### src/rtl/pkg_bus.sv
// Shared types and defaults for the bus arbiter slice.
package pkg_bus;

  typedef enum logic {
    IDLE = 1'b0,
    BUSY = 1'b1
  } arb_state_e;

  localparam int DefTimeoutCycles = 16;

endpackage

### src/rtl/bus_rr_picker.sv
// Combinational round-robin picker: scans from last+1 with wrap, optionally
// skipping one excluded index, and reports the first requester found.
module bus_rr_picker #(
  parameter int NumofMaster = 2,
  localparam int MIdxWidth = $clog2(NumofMaster)
) (
  input  logic [NumofMaster-1:0] req_i,
  input  logic [MIdxWidth-1:0]   last_i,
  input  logic [MIdxWidth-1:0]   excl_idx_i,
  input  logic                   excl_en_i,
  output logic                   found_o,
  output logic [MIdxWidth-1:0]   idx_o
);

  logic [MIdxWidth-1:0]   w_cand [NumofMaster];
  logic [NumofMaster-1:0] w_elig;

  // Slot gi holds the master visited (gi+1) steps after last, so slot 0 has top priority.
  genvar gi;
  generate
    for (gi = 0; gi < NumofMaster; gi++) begin : g_cand
      assign w_cand[gi] = MIdxWidth'((int'(last_i) + gi + 1) % NumofMaster);
      assign w_elig[gi] = req_i[w_cand[gi]] && !(excl_en_i && (w_cand[gi] == excl_idx_i));
    end
  endgenerate

  always_comb begin
    found_o = |w_elig;
    idx_o   = '0;
    for (int i = NumofMaster - 1; i >= 0; i--) begin
      if (w_elig[i]) idx_o = w_cand[i];
    end
  end

endmodule

### src/rtl/bus_arbiter.sv
// Round-robin bus arbiter with per-transfer watchdog; forwards the owner's
// request payload to the decoder and routes ack/timeout back to the owner.
module bus_arbiter
  import pkg_bus::*;
#(
  parameter int DWidth        = 32,
  parameter int NumofMaster   = 2,
  parameter int TimeoutCycles = DefTimeoutCycles,
  localparam int MIdxWidth    = $clog2(NumofMaster)
) (
  input  logic                 clk_i,
  input  logic                 rst_ni,
  input  logic                 req_i   [0:NumofMaster-1],
  input  logic [DWidth-1:0]    addr_i  [0:NumofMaster-1],
  input  logic [DWidth-1:0]    wdata_i [0:NumofMaster-1],
  input  logic                 we_i    [0:NumofMaster-1],
  input  logic                 ready_i,
  output logic                 gnt_o   [0:NumofMaster-1],
  output logic                 valid_o,
  output logic [DWidth-1:0]    addr_o,
  output logic [DWidth-1:0]    wdata_o,
  output logic                 we_o,
  output logic                 ack_o   [0:NumofMaster-1],
  output logic                 err_o   [0:NumofMaster-1],
  output logic [MIdxWidth-1:0] owner_o
);

  localparam int WdWidth = $clog2(TimeoutCycles + 1);
  localparam logic [WdWidth-1:0]   WdLast   = WdWidth'(TimeoutCycles - 1);
  localparam logic [MIdxWidth-1:0] LastInit = MIdxWidth'(NumofMaster - 1);

  arb_state_e             r_state, w_state_next;
  logic [MIdxWidth-1:0]   r_owner, w_owner_next;
  logic [MIdxWidth-1:0]   r_last, w_last_next;
  logic [WdWidth-1:0]     r_wdog, w_wdog_next;
  logic [NumofMaster-1:0] r_gnt, w_gnt_next;

  logic [NumofMaster-1:0] w_req;
  logic [NumofMaster-1:0] w_win_onehot;
  logic [MIdxWidth-1:0]   w_win;
  logic                   w_found;
  logic                   w_busy;
  logic                   w_timeout;
  logic                   w_done;

  assign w_busy    = (r_state == BUSY);
  // A ready in the final watchdog cycle still counts as a normal completion.
  assign w_timeout = w_busy && !ready_i && (r_wdog == WdLast);
  assign w_done    = w_busy && (ready_i || w_timeout);

  bus_rr_picker #(
    .NumofMaster(NumofMaster)
  ) u_picker (
    .req_i     (w_req),
    .last_i    (r_last),
    .excl_idx_i(r_owner),
    .excl_en_i (w_done),
    .found_o   (w_found),
    .idx_o     (w_win)
  );

  assign w_win_onehot = {{(NumofMaster-1){1'b0}}, 1'b1} << w_win;

  always_comb begin
    w_state_next = r_state;
    w_owner_next = r_owner;
    w_last_next  = r_last;
    w_wdog_next  = r_wdog;
    w_gnt_next   = r_gnt;
    case (r_state)
      IDLE: begin
        if (w_found) begin
          w_state_next = BUSY;
          w_owner_next = w_win;
          w_last_next  = w_win;
          w_wdog_next  = '0;
          w_gnt_next   = w_win_onehot;
        end
      end
      BUSY: begin
        if (w_done) begin
          if (w_found) begin
            w_owner_next = w_win;
            w_last_next  = w_win;
            w_wdog_next  = '0;
            w_gnt_next   = w_win_onehot;
          end else begin
            w_state_next = IDLE;
            w_owner_next = '0;
            w_wdog_next  = '0;
            w_gnt_next   = '0;
          end
        end else begin
          w_wdog_next = r_wdog + 1'b1;
        end
      end
      default: begin
        w_state_next = IDLE;
        w_gnt_next   = '0;
      end
    endcase
  end

  always_ff @(posedge clk_i or negedge rst_ni) begin
    if (!rst_ni) begin
      r_state <= IDLE;
      r_owner <= '0;
      r_last  <= LastInit;
      r_wdog  <= '0;
      r_gnt   <= '0;
    end else begin
      r_state <= w_state_next;
      r_owner <= w_owner_next;
      r_last  <= w_last_next;
      r_wdog  <= w_wdog_next;
      r_gnt   <= w_gnt_next;
    end
  end

  genvar gi;
  generate
    for (gi = 0; gi < NumofMaster; gi++) begin : g_port
      assign w_req[gi] = req_i[gi];
      assign gnt_o[gi] = r_gnt[gi];
      assign ack_o[gi] = w_busy && ready_i && (r_owner == MIdxWidth'(gi));
      assign err_o[gi] = w_timeout && (r_owner == MIdxWidth'(gi));
    end
  endgenerate

  assign valid_o = w_busy;
  assign owner_o = r_owner;
  assign addr_o  = w_busy ? addr_i[r_owner]  : '0;
  assign wdata_o = w_busy ? wdata_i[r_owner] : '0;
  assign we_o    = w_busy ? we_i[r_owner]    : 1'b0;

endmodule

### config.mk
export PLATFORM = sky130hd
export DESIGN_NAME = bus_arbiter
export DESIGN_NICKNAME = d
export VERILOG_FILES = /design/src/rtl/pkg_bus.sv /design/src/rtl/bus_rr_picker.sv /design/src/rtl/bus_arbiter.sv
export SDC_FILE = /design/constraint.sdc
export NUM_CORES = 1
export LEC_CHECK = 0
export BUFFER_PORTS_ARGS = -buffer_cell sky130_fd_sc_hd__buf_4
export CORE_AREA = 2 2 79 81
export CTS_BUF_LIST = sky130_fd_sc_hd__clkbuf_4 sky130_fd_sc_hd__clkbuf_8
export DETAILED_ROUTE_END_ITERATION = 10
export DIE_AREA = 0 0 81 83
export PLACE_DENSITY_LB_ADDON = 0.1
export SYNTH_ARGS = -nofsm -noshare
export SYNTH_HDL_FRONTEND = slang
export SYNTH_SLANG_ARGS = --single-unit
### constraint.sdc
create_clock -name clk_i -period 1.7 [get_ports clk_i]
set_input_delay 0.34 -clock clk_i [delete_from_list [all_inputs] [get_ports clk_i]]
set_output_delay 0.34 -clock clk_i [all_outputs]
set_load 0.01 [all_outputs]
Word level (Yosys, flattened, before mapping)
Cells that the tools add are included.
{"block": "word_totals", "reg_bits": 10, "in_bits": 135, "output_inout_bits": 73, "word_cells": 73}
{"block": "op_classes", "add_sub_neg": 3, "order_cmp": 3, "n_eq_ne": 5, "shift": 1, "n_mux": 35, "n_bitwise": 3, "n_reduce_logical": 18}
{"operator": "$mux 32", "count": 8}
{"operator": "$mux 1", "count": 17}
{"operator": "$logic_and 1x1->1", "count": 12}
{"operator": "$mux 5", "count": 2}
{"operator": "$pmux 5 s2", "count": 1}
{"operator": "$mux 2", "count": 3}
{"operator": "$pmux 1 s2", "count": 3}
{"operator": "$add 5x1->5 const B", "count": 1}
{"operator": "$eq 5x4->1 const B", "count": 1}
{"operator": "$lt 1x2->1 const B", "count": 2}
{"operator": "$ne 2x1->1 const B", "count": 2}
{"operator": "$pmux 2 s2", "count": 1}
{"operator": "$logic_not 1->1", "count": 3}
{"operator": "$add 1x1->1 const B", "count": 2}
{"operator": "$eq 1x1->1", "count": 2}
{"operator": "$ge 2x2->1 const B", "count": 1}
{"operator": "$not 1->1", "count": 2}
{"operator": "$not 1->2", "count": 1}
{"operator": "$reduce_and 2->1", "count": 1}
{"operator": "$reduce_or 2->1", "count": 1}
{"operator": "$shl 1x1->2 const A", "count": 1}
{"operator": "$logic_or 1x1->1", "count": 1}

Logic depth before layout (Yosys ltp)
{"block": "logic_depth", "depth_word": 14, "mapped_depth": 6}

Cells and area by module
Synthesis repeated with hierarchy kept, for this count alone.
{"block": "hier_totals", "hier_cells": 197, "area_unflattened_um2": 1635.3}
{"module": "bus_arbiter", "n_inst": 1, "cells_per_inst": 190, "area_per_inst_um2": 1599.0, "seq_area_each_um2": 226.5}
{"module": "bus_rr_picker", "n_inst": 1, "cells_per_inst": 7, "area_per_inst_um2": 36.3, "seq_area_each_um2": 0.0}

Least setup slack after synthesis
OpenSTA, ideal clock, no wires.
{"block": "synth_path", "path_type": "reg-to-reg", "start": "reg r_wdog[0]", "end": "reg r_gnt[1]", "setup_ns": 0.133, "t_arrival_ns": 1.565, "path_slack_ns": 0.002, "path_stages_with_launch": 7, "n_path_buf": 0, "synth_period_minus_slack_ns": 1.698, "path_cell_list": "dfrtp_1 > ha_1 > and3_1 > ha_1 > or3b_4 > a21oi_2 > a311oi_1"}
{"block": "synth_between", "elab_chain_len": 13, "word_cells_on_any_way": 21, "classes_between": "eq/ne: 3; shift: 1; mux: 6; reduce/logical: 11"}
{"element": "start, declared", "line_no": "bus_arbiter.sv:35", "text": "logic [WdWidth-1:0] r_wdog, w_wdog_next;"}
{"element": "start signal, assigned", "line_no": "bus_arbiter.sv:115", "text": "r_wdog <= w_wdog_next;"}
{"element": "$eq 5x4->1 (*)", "line_no": "bus_arbiter.sv:48", "text": "assign w_timeout = w_busy && !ready_i && (r_wdog == WdLast);"}
{"element": "$logic_and 1x1->1 (*)", "line_no": "bus_arbiter.sv:48"}
{"element": "$logic_or 1x1->1 (*)", "line_no": "bus_arbiter.sv:49", "text": "assign w_done = w_busy && (ready_i || w_timeout);"}
{"element": "$logic_and 1x1->1 (*)", "line_no": "bus_arbiter.sv:49"}
{"element": "$logic_and 1x1->1", "line_no": "bus_rr_picker.sv:23", "text": "assign w_elig[gi] = req_i[w_cand[gi]] && !(excl_en_i && (w_cand[gi] == excl_idx_i));"}
{"element": "$logic_not 1->1", "line_no": "bus_rr_picker.sv:23"}
{"element": "$logic_and 1x1->1", "line_no": "bus_rr_picker.sv:23"}
{"element": "$mux 1 (2 in a row)", "line_no": "bus_rr_picker.sv:31", "text": "if (w_elig[i]) idx_o = w_cand[i];"}
{"element": "$shl 1x1->2", "line_no": "bus_arbiter.sv:62", "text": "assign w_win_onehot = {{(NumofMaster-1){1'b0}}, 1'b1} << w_win;"}
{"element": "$mux 2", "line_no": "bus_arbiter.sv:82", "text": "if (w_found) begin"}
{"element": "$mux 2", "line_no": "bus_arbiter.sv:81", "text": "if (w_done) begin"}
{"element": "$pmux 2 s2", "line_no": "bus_arbiter.sv:70", "text": "case (r_state)"}
{"element": "end signal, assigned", "line_no": "bus_arbiter.sv:116", "text": "r_gnt <= w_gnt_next;"}
{"element": "end, declared", "line_no": "bus_arbiter.sv:36", "text": "logic [NumofMaster-1:0] r_gnt, w_gnt_next;"}
Mark *: on every way between the ends. The rest lies on a longest branch, timed or not. The select of a mux whose other input is x is not followed.
A chain may end at the register's enable or synchronous reset.

==> impl_results.md <==
- Synth top area share: 40.4%
- Post-synth cell types: 34
- Synth warn: 0
- Crit path launch type: flop
- Adder-cell share of the synthesized area: 1.48%
- Total Routing Usage GR: 18.8%
- Initial DRC count: 51
- Mapped Area: 1690 um2
- Die H: 83 um
- Compound-Gate Fraction of Synth Area: 4.75%
- Static Leak: 1.90 nW
- # fillers: 520
- Crit-path max FO: 13
- Reg clk slew, reported paths: 0.05 ns
- F_max: 570 MHz
- Clk sinks: 9
- Final Core Density: 61.7%
- DRT Pass-1 Iters: 4
- Clock skew after layout: 0.00203 ns
- DP HPWL: 5610 um
- Status: complete, but fails checks
- Vias: 2213
- Failing checks: setup timing
- Ys flop type: dfrtp_1
- Final hold vios: 0
- Setup Viol. Count Final: 57
- Wire per inst: 14.5 um
- IO Count: 208
- Critical path cell sequence: clkbuf_16 -> mux2i_1 -> nor2b_1 -> buf_4
- Num CTS Buffers: 3
- Largest area contributor in the netlist: mux2i_1
- CP endpoint kind: output pin
- Die Span X: 81 um
- H-tree Lvls: 1
- Initial antenna violation count: 0
- Slowest CP cell: dfrtp_4
- Area used by multi-input combinational logic: 1400 um2
- Reg area: 234 um2
- Final Max Slew Viols: 0
- Die area: 6720 um2
- Post-synthesis mux area share: 40.4%
- Critical path class: flop to output pin
- Area delta synth->final: 113%
- Post-route ant nets: 0
- Ys async rst share: 100%
- Synth area leaders: mux2i_1, nor2b_1, dfrtp_1, buf_4, dfstp_2
- Post-Synth Simple-Gate Area: 32.4%
- Starting Density: 29.0%
- PortBufs: 207
- RSZ-0062 raised after global routing: true
- Area of the core: 5820 um2
- Final hold slack: 0.390 ns
- Synth Area in XOR/XNOR: 0.519%
- Register area share after synthesis: 13.4%
- EDFF count, synth: 0
- Req. time, crit path: 1.36 ns
- Largest family of logic cells by synthesized area: multiplexers
- CTS Root Cell: clkbuf_8
- Synth Net Count: 333
- Syn Area/Cell: 8.61 um2
- CTS tree: done
- Via density per instance: 4.59
- Syn Inst Count: 196
- Post-layout min period: 1.75 ns
- Vias in the first global route: 2164
- Gpl congestion: 0.799
- Row cnt: 28
- Total power divided by cell area: 1190 nW/um2
- Rel. slew slack: 79.2%
- Max Root-Sink Buffers: 2
- Data arrival, critical path: 1.41 ns
- Fin nets: 545
- Period utilisation layout: 103%
- Slowest Stage Delay on Critical Path: 0.57 ns
- Dpl cell area: 3360 um2
- Worst setup margin: -0.0538 ns
- Final wirelength: 6990 um
- Share of cells above drive strength 1: 60.4%
- N_diodes: 0
- Clk_lat worst skew: 0.23 ns
- First-pass GRT wire length: 10300 um
- Final instance area: 3590 um2
- DRC viols: 0
- Largest net degree at the start of global routing: 29
- HP Class: input port to flop
- Total power: 4.27 mW
- #FFs+latches synth: 9
- Total grt overflow: 0
- Max-cap violation count: 0
- Worst Max-Slew Pin Slew: 0.311 ns
- Worst ir drop on vdd: 571 uV
placed cells by master (no fill, tap or decap), types with 2 or more instances in the layout:
cell	Yosys	routed
nor3b_4	0	2
inv_1	2	2
mux2i_2	0	3
buf_4	7	213
mux2i_1	68	65
o21ai_1	3	3
dfrtp_1	8	6
buf_6	2	3
clkbuf_16	0	2
dfrtp_4	0	2
clkbuf_8	0	3
nor2b_1	66	66
nand2_1	4	4
buf_12	0	4
stage by stage:
| step | setup slack, ns | TNS [ns] | instances |
|---|---|---|---|
| 6_report | -0.0538 | -1.41 | 482 |
| 3_5_place_dp | -0.0961 | -0.125 | 471 |
| 3_3_place_gp | -0.0553 | -0.0572 | 471 |
| 2_1_floorplan | 0.00215 | 0 | 196 |
| 4_1_cts | -0.0861 | -1.42 | 478 |
| 5_1_grt | -0.121 | -5.91 | 482 |
final timing paths:
| path | to | depth (start not counted) | slack, ns | from |
|---|---|---|---|---|
| setup / recovery | addr_o[19] | 4 | -0.05 | r_gnt[1]$_DFFE_PN0P_ |
| hold / removal | r_last$_DFFE_PN1P_ | 2 | 0.39 | req_i[0] |
| setup reg to reg | r_gnt[1]$_DFFE_PN0P_ | 7 | -0.05 | r_wdog[1]$_DFFE_PN0P_ |
| hold reg to reg | r_gnt[0]$_DFFE_PN0P_ | 2 | 0.53 | r_gnt[0]$_DFFE_PN0P_ |
| max in group asynchronous | r_last$_DFFE_PN1P_ | 2 | 1.01 | rst_ni |
| min in group asynchronous | r_wdog[1]$_DFFE_PN0P_ | 2 | 0.47 | rst_ni |
final cells by class:
cell class                      count  share of cell area [%]
Multi-Input combinational cell    167                    39.0
Sequential cell                     9                    6.52
Inverter                            3                   0.314
Timing Repair Buffer              224                    50.2
Clock buffer                        4                    1.36
Tap cell                           75                    2.61
state kept, by name, summed over array words and instances, names as in the netlist:
name / flops
valid_o: 1
r_gnt: 2
r_last: 1
r_wdog: 5
worst max-delay path, delay by kind of cell, from the launching register on:
| kind | cells | cell delay (ns) |
|---|---|---|
| flops | 1 | 0.57 |
| buf+inv | 2 | 0.35 |
| simple gates | 1 | 0.13 |
| mux | 1 | 0.12 |
per-layer routing:
| layer | track usage (%) | vias to the layer above | wire [um] |
|---|---|---|---|
| li1 | - | 1099 | - |
| met1 | 20.8 | 972 | 2400 |
| met2 | 34.6 | 132 | 3620 |
| met3 | 4.46 | 10 | 827 |
| met4 | 5.39 | 0 | 140 |
| met5 | 0 | - | 0 |
cell usage after synthesis (all sizes together) (2+ instances only):
| cell type | n |
|---|---|
| o21ai | 3 |
| nor3b | 3 |
| nand2b | 2 |
| nand2 | 4 |
| nor2b | 66 |
| and3 | 2 |
| buf | 11 |
| clkbuf | 6 |
| ha | 2 |
| inv | 3 |
| a31oi | 2 |
| mux2i | 68 |
| dfrtp | 8 |
| a21oi | 2 |
report_power, final:
| part | internal [mW] | total, mW | switching, mW |
|---|---|---|---|
| Sequential | 0.299 | 0.443 | 0.145 |
| Combinational | 2.07 | 3.55 | 1.48 |
| Clock | 0.181 | 0.277 | 0.0969 |
| Total | 2.55 | 4.27 | 1.72 |
logic make-up after synthesis:
group | count (synthesis)
fa+ha+maj | 2
simple gates | 85
xor+xnor | 1
mux | 68
flops | 9
buf+inv | 20
compound gates | 11
timing repair:
action	in CTS	in global routing
resized for setup	8	10
setup endpoints to repair	29	73
hold buffers	1	0
hold endpoints to repair	8	0
gates cloned	1	2
setup buffers	1	2
pin swaps	4	4
No activity file was read; power rests on OpenSTA's default activity.
